$ cat src/rtl/axis_stall_block_detector_if.sv
// Per-channel AXI-Stream handshake bundle observed by the stall/block detector.
// The master side drives TVALID/TREADY; the detector only listens on the slave side.
interface axis_stall_block_detector_if #(
  parameter int N_CH = 3
);
  logic [N_CH-1:0] axis_tvalid;
  logic [N_CH-1:0] axis_tready;

  modport master (
    output axis_tvalid,
    output axis_tready
  );

  modport slave (
    input axis_tvalid,
    input axis_tready
  );
endinterface

$ cat src/rtl/axis_stall_block_detector.sv
// Flags per-channel AXI-Stream stalls as full/empty blocks after STALL_THRESH cycles and records the first one.
// Block bits rise at the edge that samples the STALL_THRESH-th stall; the monitor is passive and never backpressures.
module axis_stall_block_detector #(
  parameter int N_CH         = 3,
  parameter int CNT_W        = 5,
  parameter int STALL_THRESH = 16,
  parameter int IDX_W        = 2
) (
  input  logic                        clock,
  input  logic                        reset,
  axis_stall_block_detector_if.slave  axis,
  input  logic                        inst_idle,
  input  logic                        clear_first,
  output logic [N_CH-1:0]             axis_block_sigs,
  output logic [N_CH-1:0]             block_full,
  output logic [N_CH-1:0]             block_empty,
  output logic                        any_block,
  output logic                        first_block_vld,
  output logic [IDX_W-1:0]            first_block_idx
);

  typedef enum logic [1:0] {
    IDLE    = 2'd0,
    STALL_F = 2'd1,
    STALL_E = 2'd2
  } stall_state_t;

  localparam logic [CNT_W-1:0] THRESH = CNT_W'(STALL_THRESH);
  localparam logic [CNT_W-1:0] ONE    = CNT_W'(1);

  stall_state_t     state_q [N_CH];
  stall_state_t     state_d [N_CH];
  logic [CNT_W-1:0] cnt_q   [N_CH];
  logic [CNT_W-1:0] cnt_d   [N_CH];

  logic [N_CH-1:0]  stall_f;
  logic [N_CH-1:0]  stall_e;
  logic [N_CH-1:0]  next_full;
  logic [N_CH-1:0]  next_empty;
  logic [N_CH-1:0]  next_block;
  logic [IDX_W-1:0] low_idx;

  // An idle instance legitimately has nothing to offer, so starvation is masked.
  assign stall_f = axis.axis_tvalid & ~axis.axis_tready;
  assign stall_e = axis.axis_tready & ~axis.axis_tvalid & {N_CH{~inst_idle}};

  always_comb begin
    next_full  = '0;
    next_empty = '0;
    for (int ch = 0; ch < N_CH; ch++) begin
      state_d[ch] = state_q[ch];
      cnt_d[ch]   = cnt_q[ch];
      case (state_q[ch])
        IDLE: begin
          if (stall_f[ch]) begin
            state_d[ch] = STALL_F;
            cnt_d[ch]   = ONE;
          end else if (stall_e[ch]) begin
            state_d[ch] = STALL_E;
            cnt_d[ch]   = ONE;
          end else begin
            state_d[ch] = IDLE;
            cnt_d[ch]   = '0;
          end
        end
        STALL_F: begin
          if (stall_f[ch]) begin
            cnt_d[ch] = (cnt_q[ch] == THRESH) ? cnt_q[ch] : cnt_q[ch] + ONE;
          end else if (stall_e[ch]) begin
            state_d[ch] = STALL_E;
            cnt_d[ch]   = ONE;
          end else begin
            state_d[ch] = IDLE;
            cnt_d[ch]   = '0;
          end
        end
        STALL_E: begin
          if (stall_e[ch]) begin
            cnt_d[ch] = (cnt_q[ch] == THRESH) ? cnt_q[ch] : cnt_q[ch] + ONE;
          end else if (stall_f[ch]) begin
            state_d[ch] = STALL_F;
            cnt_d[ch]   = ONE;
          end else begin
            state_d[ch] = IDLE;
            cnt_d[ch]   = '0;
          end
        end
        default: begin
          state_d[ch] = IDLE;
          cnt_d[ch]   = '0;
        end
      endcase
      next_full[ch]  = (state_d[ch] == STALL_F) && (cnt_d[ch] == THRESH);
      next_empty[ch] = (state_d[ch] == STALL_E) && (cnt_d[ch] == THRESH);
    end
  end

  assign next_block = next_full | next_empty;

  // Descending scan so the lowest blocked channel is the one left standing.
  always_comb begin
    low_idx = '0;
    for (int i = N_CH - 1; i >= 0; i--) begin
      if (next_block[i]) low_idx = IDX_W'(i);
    end
  end

  always_ff @(posedge clock or posedge reset) begin
    if (reset) begin
      for (int ch = 0; ch < N_CH; ch++) begin
        state_q[ch] <= IDLE;
        cnt_q[ch]   <= '0;
      end
      block_full      <= '0;
      block_empty     <= '0;
      axis_block_sigs <= '0;
      any_block       <= 1'b0;
      first_block_vld <= 1'b0;
      first_block_idx <= '0;
    end else begin
      for (int ch = 0; ch < N_CH; ch++) begin
        state_q[ch] <= state_d[ch];
        cnt_q[ch]   <= cnt_d[ch];
      end
      block_full      <= next_full;
      block_empty     <= next_empty;
      axis_block_sigs <= next_block;
      any_block       <= |next_block;
      if (clear_first) begin
        first_block_vld <= 1'b0;
        first_block_idx <= '0;
      end else if (!first_block_vld && (|next_block)) begin
        first_block_vld <= 1'b1;
        first_block_idx <= low_idx;
      end
    end
  end

endmodule

$ cat src/flat_wrapper.sv
// flat-port wrapper written by rule: the top's interface ports become plain ports
module axis_stall_block_detector_flat 
#(
  parameter int N_CH         = 3,
  parameter int CNT_W        = 5,
  parameter int STALL_THRESH = 16,
  parameter int IDX_W        = 2
)
  (clock, reset, inst_idle, clear_first, axis_block_sigs, block_full, block_empty, any_block, first_block_vld, first_block_idx, axis_axis_tvalid, axis_axis_tready);
  axis_stall_block_detector_if #(.N_CH(N_CH)) axis_i ();
  input  logic clock;
  input  logic reset;
  input  logic inst_idle;
  input  logic clear_first;
  output logic [N_CH-1:0] axis_block_sigs;
  output logic [N_CH-1:0] block_full;
  output logic [N_CH-1:0] block_empty;
  output logic any_block;
  output logic first_block_vld;
  output logic [IDX_W-1:0] first_block_idx;
  input wire logic [$bits(axis_i.axis_tvalid)-1:0] axis_axis_tvalid;
  input wire logic [$bits(axis_i.axis_tready)-1:0] axis_axis_tready;
  assign axis_i.axis_tvalid = axis_axis_tvalid;
  assign axis_i.axis_tready = axis_axis_tready;
  axis_stall_block_detector #(.N_CH(N_CH), .CNT_W(CNT_W), .STALL_THRESH(STALL_THRESH), .IDX_W(IDX_W)) u_core (.clock(clock), .reset(reset), .axis(axis_i), .inst_idle(inst_idle), .clear_first(clear_first), .axis_block_sigs(axis_block_sigs), .block_full(block_full), .block_empty(block_empty), .any_block(any_block), .first_block_vld(first_block_vld), .first_block_idx(first_block_idx));
endmodule
$ cat config.mk
export PLATFORM = sky130hd
export DESIGN_NAME = axis_stall_block_detector_flat
export DESIGN_NICKNAME = d
export VERILOG_FILES = /design/src/rtl/axis_stall_block_detector_if.sv /design/src/rtl/axis_stall_block_detector.sv /design/src/flat_wrapper.sv
export SDC_FILE = /design/constraint.sdc
export NUM_CORES = 1
export LEC_CHECK = 0
export ABC_AREA = 1
export CELL_PAD_IN_SITES_DETAIL_PLACEMENT = 0
export CELL_PAD_IN_SITES_GLOBAL_PLACEMENT = 2
export CORE_MARGIN = 8
export CORE_UTILIZATION = 35
export DETAILED_ROUTE_END_ITERATION = 10
export HOLD_SLACK_MARGIN = 0.1
export PLACE_DENSITY_LB_ADDON = 0.1
export SYNTH_ARGS = -nofsm -noshare
export SYNTH_HDL_FRONTEND = slang
export SYNTH_SLANG_ARGS = --single-unit
$ cat constraint.sdc
create_clock -name clock -period 3.6 [get_ports clock]
set_input_delay 0.9 -clock clock [delete_from_list [all_inputs] [get_ports clock]]
set_output_delay 0.9 -clock clock [all_outputs]
set_load 0.01 [all_outputs]
-- Yosys cells after proc, flatten, opt, wreduce, memory -nomap -nowiden
Cells that the tools add are included.
- bits in registers: 34
- input bits: 10
- output and inout port bits: 13
- $add $sub $neg: 3
- equality and inequality tests: 18
- bitwise gates (word level): 7
- mux-type cells: 46
- reduce and logical (&&, ||, !) cells: 13
- operators by type and width (cell ; count):
    $mux 5 ; 12
    $pmux 5 s3 ; 3
    $mux 2 ; 17
    $eq 5x5->1 const B ; 6
    $pmux 2 s3 ; 3
    $add 5x1->5 const B ; 3
    $eq 2x1->1 const B ; 6
    $eq 2x2->1 const B ; 6
    $mux 1 ; 11
    $and 3x3->3 ; 3
    $logic_and 1x1->1 ; 7
    $logic_not 2->1 ; 3
    $not 3->3 ; 2
    $or 3x3->3 ; 1
    $reduce_or 3->1 ; 1
    $reduce_bool 2->1 ; 1
    $logic_not 1->1 ; 1
    $not 1->1 ; 1

-- Logic depth before layout (Yosys ltp)
Gate-level depths: netlist of run 1.
- depth after elaboration: 14
- depth in mapped cells: 13

-- Worst setup path before layout of run 1
No wires, ideal clock.
- path type: input port to flip-flop
- start: input port inst_idle
- end: register u_core.first_block_idx[0]
- cell stages on the path: 10
- required time: 3482 ps
- setup time: 118 ps
- path slack: 1688 ps
- arrival: 1794 ps
- cell sequence: nor2_1 nand3_2 nand2_4 nand3_2 nor2_4 nand3_4 nand3_4 nand2_2 nand3_1 nand2_1
- cells in the longest elaborated chain, start to end: 12
- ends and longest elaborated chain (element ; line ; source):
    from (decl) ; flat_wrapper.sv:13 ; input logic inst_idle;
    $not 1->1 (*) ; axis_stall_block_detector.sv:45 ; assign stall_e = axis.axis_tready & ~axis.axis_tvalid & {N_CH{~inst_idle}};
    $and 3x3->3 (*) ; axis_stall_block_detector.sv:45 ;
    $mux 1 / $mux 2 (equally long branches) ; axis_stall_block_detector.sv:58, axis_stall_block_detector.sv:69 ;
    $mux 5, or another cell as far along ; axis_stall_block_detector.sv:67 ; if (stall_f[ch]) begin
    $pmux 5 s3 / $pmux 2 s3 (equally long branches) ; axis_stall_block_detector.sv:53 ; case (state_q[ch])
    $eq 5x5->1, or another cell as far along ; axis_stall_block_detector.sv:93, axis_stall_block_detector.sv:94 ;
    $logic_and 1x1->1 (on tied branches) ; axis_stall_block_detector.sv:93, axis_stall_block_detector.sv:94 ;
    $or 3x3->3 (*) ; axis_stall_block_detector.sv:98 ; assign next_block = next_full | next_empty;
    $mux 2 (2 in series) ; axis_stall_block_detector.sv:104 ; if (next_block[i]) low_idx = IDX_W'(i);
    $mux 2 ; axis_stall_block_detector.sv:132 ; end else if (!first_block_vld && (|next_block)) begin
    $mux 2 ; axis_stall_block_detector.sv:129 ; if (clear_first) begin
    to (signal assigned) ; axis_stall_block_detector.sv:134 ; first_block_idx <= low_idx;
    to (decl) ; axis_stall_block_detector.sv:19 ; output logic [IDX_W-1:0] first_block_idx
Every way passes the cells marked *; elsewhere a longest branch is shown, timed or not. The select of a mux whose other input is x is not followed.
A chain may end at the register's enable or synchronous reset.

-- Worst setup path after layout of run 1
Ends and elaborated chain as after synthesis.

==> flow_summary.toml, run 1 <==
[layout]
utilization_pct = 45.36
final_cells = 306
final_nets = 254
n_antenna_cell = 0
syn_to_final_growth_pct = 24.02
layout_common_cells = "inv_1 (44), nand2_1 (37), dfrtp_1 (34), nor2_1 (25), clkdlybuf4s50_1 (22)"
drive_above_1_share_pct = 13.39
layout_commonest_cell = "inv_1"
final_cell_area_um2 = 2171

[sta]
skew_ns = 0.007277
min_period_over_period_pct = 64.04
totalNegativeSetupSlack_ns = 0
rsz0062_at_grt = "false"
max-slew-margin-rel_pct = 70.87
worst_pin_slew_ns = 0.4369
fin_ws_ns = 1.294
period_needed_ns = 2.306
hold_slack_ns = 0.5184
final_max_slew_viol_count = 0
finalSetupViolations = 0
finalHoldViolCount = 0
timing.fmax_mhz = 433.7

[critical_path]
r2r_start = "u_core.cnt_q[0]"
r2r_setup_slack_ns = 1.86
cp-end-kind = "register"
critPathLaunchType = "input pin"
criticalPathCategory = "in2reg"
r2r_end = "u_core.first_block_idx[0]"
crit_start = "inst_idle"
r2r_cells = 13
critPathCapture = "u_core.first_block_idx[0]"
worst_ep_arrival_time_ns = 2.49
path_max_fanout = 5
required_ns = 3.78

[global_routing]
grtUsageTotal_pct = 10.73
met3_usage_pct = 4.064
grt_util_met2_pct = 18.61
use_met1_pct = 11.51
grt_start_max_net_pins = 35
top_usage_layer = "met2"
antenna_found_initial = 0
grt_pass1_wl_mm = 6.292
grt_overflow = 0
grt_pass1_vias = 1413

[placement]
dp_hpwl_mm = 2.737
placed_cell_area_um2 = 2062
placed_cells = 298
port_buffers = 22
gp_congestion = 0.7941
dp_slack_ns = 0.9664

[routing]
wl_per_cell_um = 11.42
drc_errors = 0
drtPass1Iterations = 4
vias_per_cell = 4.412
num_vias = 1350
antenna_left = 0
drtIter0Drc = 78
drt-total-wl_mm = 3.494

[floorplanning]
dieArea_um2 = 7520
io_pins = 23
die_h_um = 86.72
row_count = 25
die-width_um = 86.72
core_um2 = 4786
start_util_pct = 36.58

[synth]
synth-seq-cells = 34
netlist_instances = 208
syn_area_um2 = 1750
yosysWarnings = 0
syn-num-nets = 224
syn_avg_cell_area_um2 = 8.416
ys_types = 24
yosysSeqAreaShare_pct = 48.61

[hold_path]
hp-class = "reg2reg"

[clock_tree]
cts_buffers = 5
ctsHoldBuffers = 0
cts_setup_buffers = 0
numClockSinks = 34
cts.repair.resized = 0
worstSkewPairLatency_ns = 0.28
cts_max_path_buffers = 2
cts_tree = "done"
htreeDepth = 2
clkTransAtPathRegs_ns = 0.07
cts_root_buf = "clkbuf_8"

[outcome]
status = "complete, no violations"

[pwr]
power.density_nw_per_um2 = 369.2
ir_drop_v = 0.0002087
leakage_nw = 1.164
finalPower_uw = 801.5

[run]
max_cap_violations = 0
-- worst min path at each step --
stage / from / to / slack, ns / depth (start not counted)
6_report: u_core.first_block_idx[1] / u_core.first_block_idx[1] / 0.52 / 2
5_1_grt: u_core.first_block_idx[1] / u_core.first_block_idx[1] / 0.56 / 2
4_1_cts: u_core.first_block_idx[1] / u_core.first_block_idx[1] / 0.52 / 2
3_5_place_dp: u_core.first_block_idx[1] / u_core.first_block_idx[1] / 0.50 / 2
3_3_place_gp: u_core.first_block_idx[1] / u_core.first_block_idx[1] / 0.49 / 2
2_1_floorplan: u_core.first_block_idx[0] / u_core.first_block_idx[0] / 0.53 / 2
-- power breakdown --
| part | switching (mW) | leakage [nW] | internal (mW) |
|---|---|---|---|
| clock | 0.140 | 0.0579 | 0.204 |
| sequential | 0.00802 | 0.466 | 0.389 |
| combinational | 0.0372 | 0.640 | 0.0238 |
-- kinds of logic after synthesis --
logic type	after synthesis	synth area share (%)
flops	34	48.61
buf+inv	45	9.650
simple gates	108	31.09
compound gates	10	3.860
fa+ha+maj	6	4.289
xor+xnor	5	2.502
-- Yosys cell counts --
cell | count | area, µm²
a21oi_2 | 1 | 8.760
nor2_4 | 1 | 11.26
nand2_2 | 7 | 43.79
nand2_1 | 37 | 138.9
inv_2 | 1 | 3.750
nand4_1 | 5 | 31.28
nor3_1 | 7 | 35.03
o21ai_0 | 2 | 10.01
nor2_2 | 6 | 37.54
nor2_1 | 25 | 93.84
nand3_4 | 2 | 35.03
inv_1 | 44 | 165.2
o22ai_1 | 2 | 12.51
a21oi_1 | 3 | 15.01
ha_1 | 6 | 75.07
a21oi_4 | 1 | 16.27
xnor2_1 | 1 | 8.760
nand3_2 | 2 | 20.02
nor3_4 | 1 | 16.27
nand3_1 | 14 | 70.07
o21ai_1 | 1 | 5.000
dfrtp_1 | 34 | 850.8
xor2_1 | 4 | 35.03
nand2_4 | 1 | 11.26
-- layout make-up --
cell class / count / area [µm²]
Clock inverter: 3 / 40.04
Inverter: 45 / 168.9
Sequential cell: 34 / 850.8
Multi-Input combinational cell: 129 / 730.7
Timing Repair Buffer: 23 / 227.7
Tap cell: 67 / 83.83
Clock buffer: 5 / 68.82
Fill cell: 470 / 2615
-- state kept, by name (all words and copies together), names as in the netlist --
name and cells:
u_core.any_block 1, u_core.axis_block_sigs 3, u_core.block_empty 3, u_core.block_full 3, u_core.cnt_q 15, u_core.first_block_idx 2
u_core.first_block_vld 1, u_core.state_q 6
-- per-layer routing --
layer	wire length [µm]	vias up
li1	-	698
met1	1558	629
met2	1766	18
met3	122	5
met4	46	0
met5	0	-
-- critical path, cell delays in order --
cell and delay [ns]:
clkdlybuf4s50_1 0.55, nor2_1 0.08, nand2_2 0.10, nor2_1 0.06, nor2_2 0.19, nor2_1 0.06
nor2_1 0.15, nand2_2 0.13, nand3_4 0.10, nand2_2 0.05, nand3_1 0.06, nand2_1 0.05
Note: power is estimated with default switching activity, not from simulation.
==> run 2, diff against run 1 <==
--- a/config.mk
+++ b/config.mk
@@ -9,7 +9,7 @@
 export CELL_PAD_IN_SITES_DETAIL_PLACEMENT = 0
 export CELL_PAD_IN_SITES_GLOBAL_PLACEMENT = 2
 export CORE_MARGIN = 8
-export CORE_UTILIZATION = 35
+export CORE_UTILIZATION = 29
 export DETAILED_ROUTE_END_ITERATION = 10
 export HOLD_SLACK_MARGIN = 0.1
 export PLACE_DENSITY_LB_ADDON = 0.1
==> constraint.sdc (replaced) <==
create_clock -name clock -period 2.08 [get_ports clock]
set_input_delay 0.52 -clock clock [delete_from_list [all_inputs] [get_ports clock]]
set_output_delay 0.52 -clock clock [all_outputs]
set_load 0.01 [all_outputs]
==> flow_summary.toml, run 2 (synthesis gave the netlist of run 1 again) <==
[outcome]
status = "complete, no violations"

[clock_tree]
numClockSinks = 34
clkTransAtPathRegs_ns = 0.07
cts_setup_buffers = 0
cts_root_buf = "clkbuf_8"
cts_max_path_buffers = 2
cts_buffers = 5
worstSkewPairLatency_ns = 0.29
cts_tree = "done"
htreeDepth = 2
cts.repair.resized = 0
ctsHoldBuffers = 0

[global_routing]
grt_pass1_vias = 1443
met3_usage_pct = 3.677
use_met1_pct = 11.26
top_usage_layer = "met2"
grt_pass1_wl_mm = 6.575
grt_util_met2_pct = 15.64
antenna_found_initial = 0
grtUsageTotal_pct = 9.687
grt_overflow = 0
grt_start_max_net_pins = 35

[floorplanning]
dieArea_um2 = 8778
row_count = 28
core_um2 = 5886
io_pins = 23
die_h_um = 93.69
start_util_pct = 29.74
die-width_um = 93.69

[sta]
period_needed_ns = 1.886
min_period_over_period_pct = 90.67
worst_pin_slew_ns = 0.4511
finalSetupViolations = 0
rsz0062_at_grt = "false"
max-slew-margin-rel_pct = 69.93
final_max_slew_viol_count = 0
timing.fmax_mhz = 530.2
skew_ns = 0.008446
finalHoldViolCount = 0

[pwr]
finalPower_mw = 1.404
ir_drop_v = 0.0003764
leakage_nw = 1.242
power.density_nw_per_um2 = 608.0

[critical_path]
r2r_setup_slack_ns = 0.39
cp-end-kind = "register"
critPathCapture = "u_core.block_full[0]"
cp_top_family = "simple AND/OR/NAND/NOR gates"
critical_path_cell_count = 9
critPathMaxStageDelay_ns = 0.50
r2r_start = "u_core.cnt_q[0]"
required_ns = 2.28
worst_ep_arrival_time_ns = 2.08
crit_path_top_delay_cell = "clkdlybuf4s50_1"
critPathMostFrequentCell = "nand3_2"
worst-path-buf-inv = 2
crit_chain = "clkdlybuf4s50_1 -> nor2_1 -> nand3_2 -> nand2_4 -> nand3_2 -> nor2_4 -> nand3_4 -> buf_4 -> nor3_1"
path_max_fanout = 4
r2r_cells = 13
criticalPathCategory = "in2reg"
r2r_end = "u_core.first_block_idx[1]"
critPathLaunchType = "input pin"
crit_start = "inst_idle"

[routing]
antenna_left = 0
wl_per_cell_um = 11.65
drc_errors = 0
vias_per_cell = 4.224
drtPass1Iterations = 4
num_vias = 1398
drtIter0Drc = 26
drt-total-wl_mm = 3.855

[layout]
final_cells = 331
n_antenna_cell = 0
largestRegisters = "u_core.cnt_q (15), u_core.state_q (6)"
layout_common_cells = "inv_1 (44), nand2_1 (37), dfrtp_1 (34), nor2_1 (25), clkdlybuf4s50_1 (22)"
layout_commonest_cell = "inv_1"
max_flop_register = "u_core.cnt_q"
largest_register_ffs = 15
syn_to_final_growth_pct = 31.88
drive_above_1_share_pct = 19.14
final_nets = 271

[placement]
dp_hpwl_mm = 2.996
port_buffers = 22
gp_congestion = 0.7303
placed_cells = 323

[hold_path]
hp-class = "reg2reg"

[run]
max_cap_violations = 0
==> run 2: cell types whose count changed in the layout (fill, tap and decap cells not counted) <==
cell,previous run,this run
buf_4,1,18
==> run 2: final cells by class <==
class                           count  area [µm²]
Fill cell                         610        3577
Sequential cell                    34       850.8
Multi-Input combinational cell    129       730.7
Timing Repair Buffer               40       355.3
Inverter                           45       168.9
Tap cell                           75       93.84
Clock buffer                        5       68.82
Clock inverter                      3       40.04
==> run 2: how the worst min path moves through the flow <==
stage | from | end | slack [ns] | cells past startpoint
after floorplan | u_core.first_block_idx[0] | u_core.first_block_idx[0] | 0.53 | 2
after global placement | u_core.first_block_idx[1] | u_core.first_block_idx[1] | 0.52 | 2
after detailed placement | u_core.first_block_idx[1] | u_core.first_block_idx[1] | 0.52 | 2
after CTS | u_core.first_block_idx[1] | u_core.first_block_idx[1] | 0.55 | 2
after global routing | u_core.first_block_idx[0] | u_core.first_block_idx[0] | 0.56 | 2
final | u_core.first_block_idx[0] | u_core.first_block_idx[0] | 0.53 | 2
==> run 2: per-layer routing <==
metal  wire, µm  part of all wire, %
met4         58                  1.5
met2       1849                   48
met1       1739                   45
met3        208                  5.4
met5          0                    0
==> run 2: tightest hold or removal path, stage by stage (launching register included) <==
cell and delay, ns:
dfrtp_1 0.36, nand3_1 0.08, nand2_1 0.05
==> run 2: report_power, final <==
part	total, mW	internal [mW]	switching, mW	leakage [nW]
Combinational	0.119	0.0524	0.0666	0.718
Sequential	0.686	0.673	0.0137	0.466
Clock	0.598	0.353	0.246	0.0579
==> run 2: stage by stage <==
stage,hold WS (ns),setup TNS (ns),worst slack (ns),util (%),instance area [µm²]
2_1_floorplan,0.5341,0,0.5485,-,1750
3_3_place_gp,0.5170,-0.6838,-0.1328,37.37,2200
3_5_place_dp,0.5180,-0.6257,-0.1168,37.37,2200
4_1_cts,0.5460,0,0.1838,39.22,2308
5_1_grt,0.5568,0,0.04673,39.22,2308
6_report,0.5315,0,0.1940,39.22,2308
==> run 3, diff against run 2 <==
--- a/config.mk
+++ b/config.mk
@@ -13,6 +13,7 @@
 export DETAILED_ROUTE_END_ITERATION = 10
 export HOLD_SLACK_MARGIN = 0.1
 export PLACE_DENSITY_LB_ADDON = 0.1
+export REMOVE_ABC_BUFFERS = 1
 export SYNTH_ARGS = -nofsm -noshare
 export SYNTH_HDL_FRONTEND = slang
 export SYNTH_SLANG_ARGS = --single-unit
==> results of run 3 <==
Same layout as run 2: the final DEF is identical, and so are final timing and power.
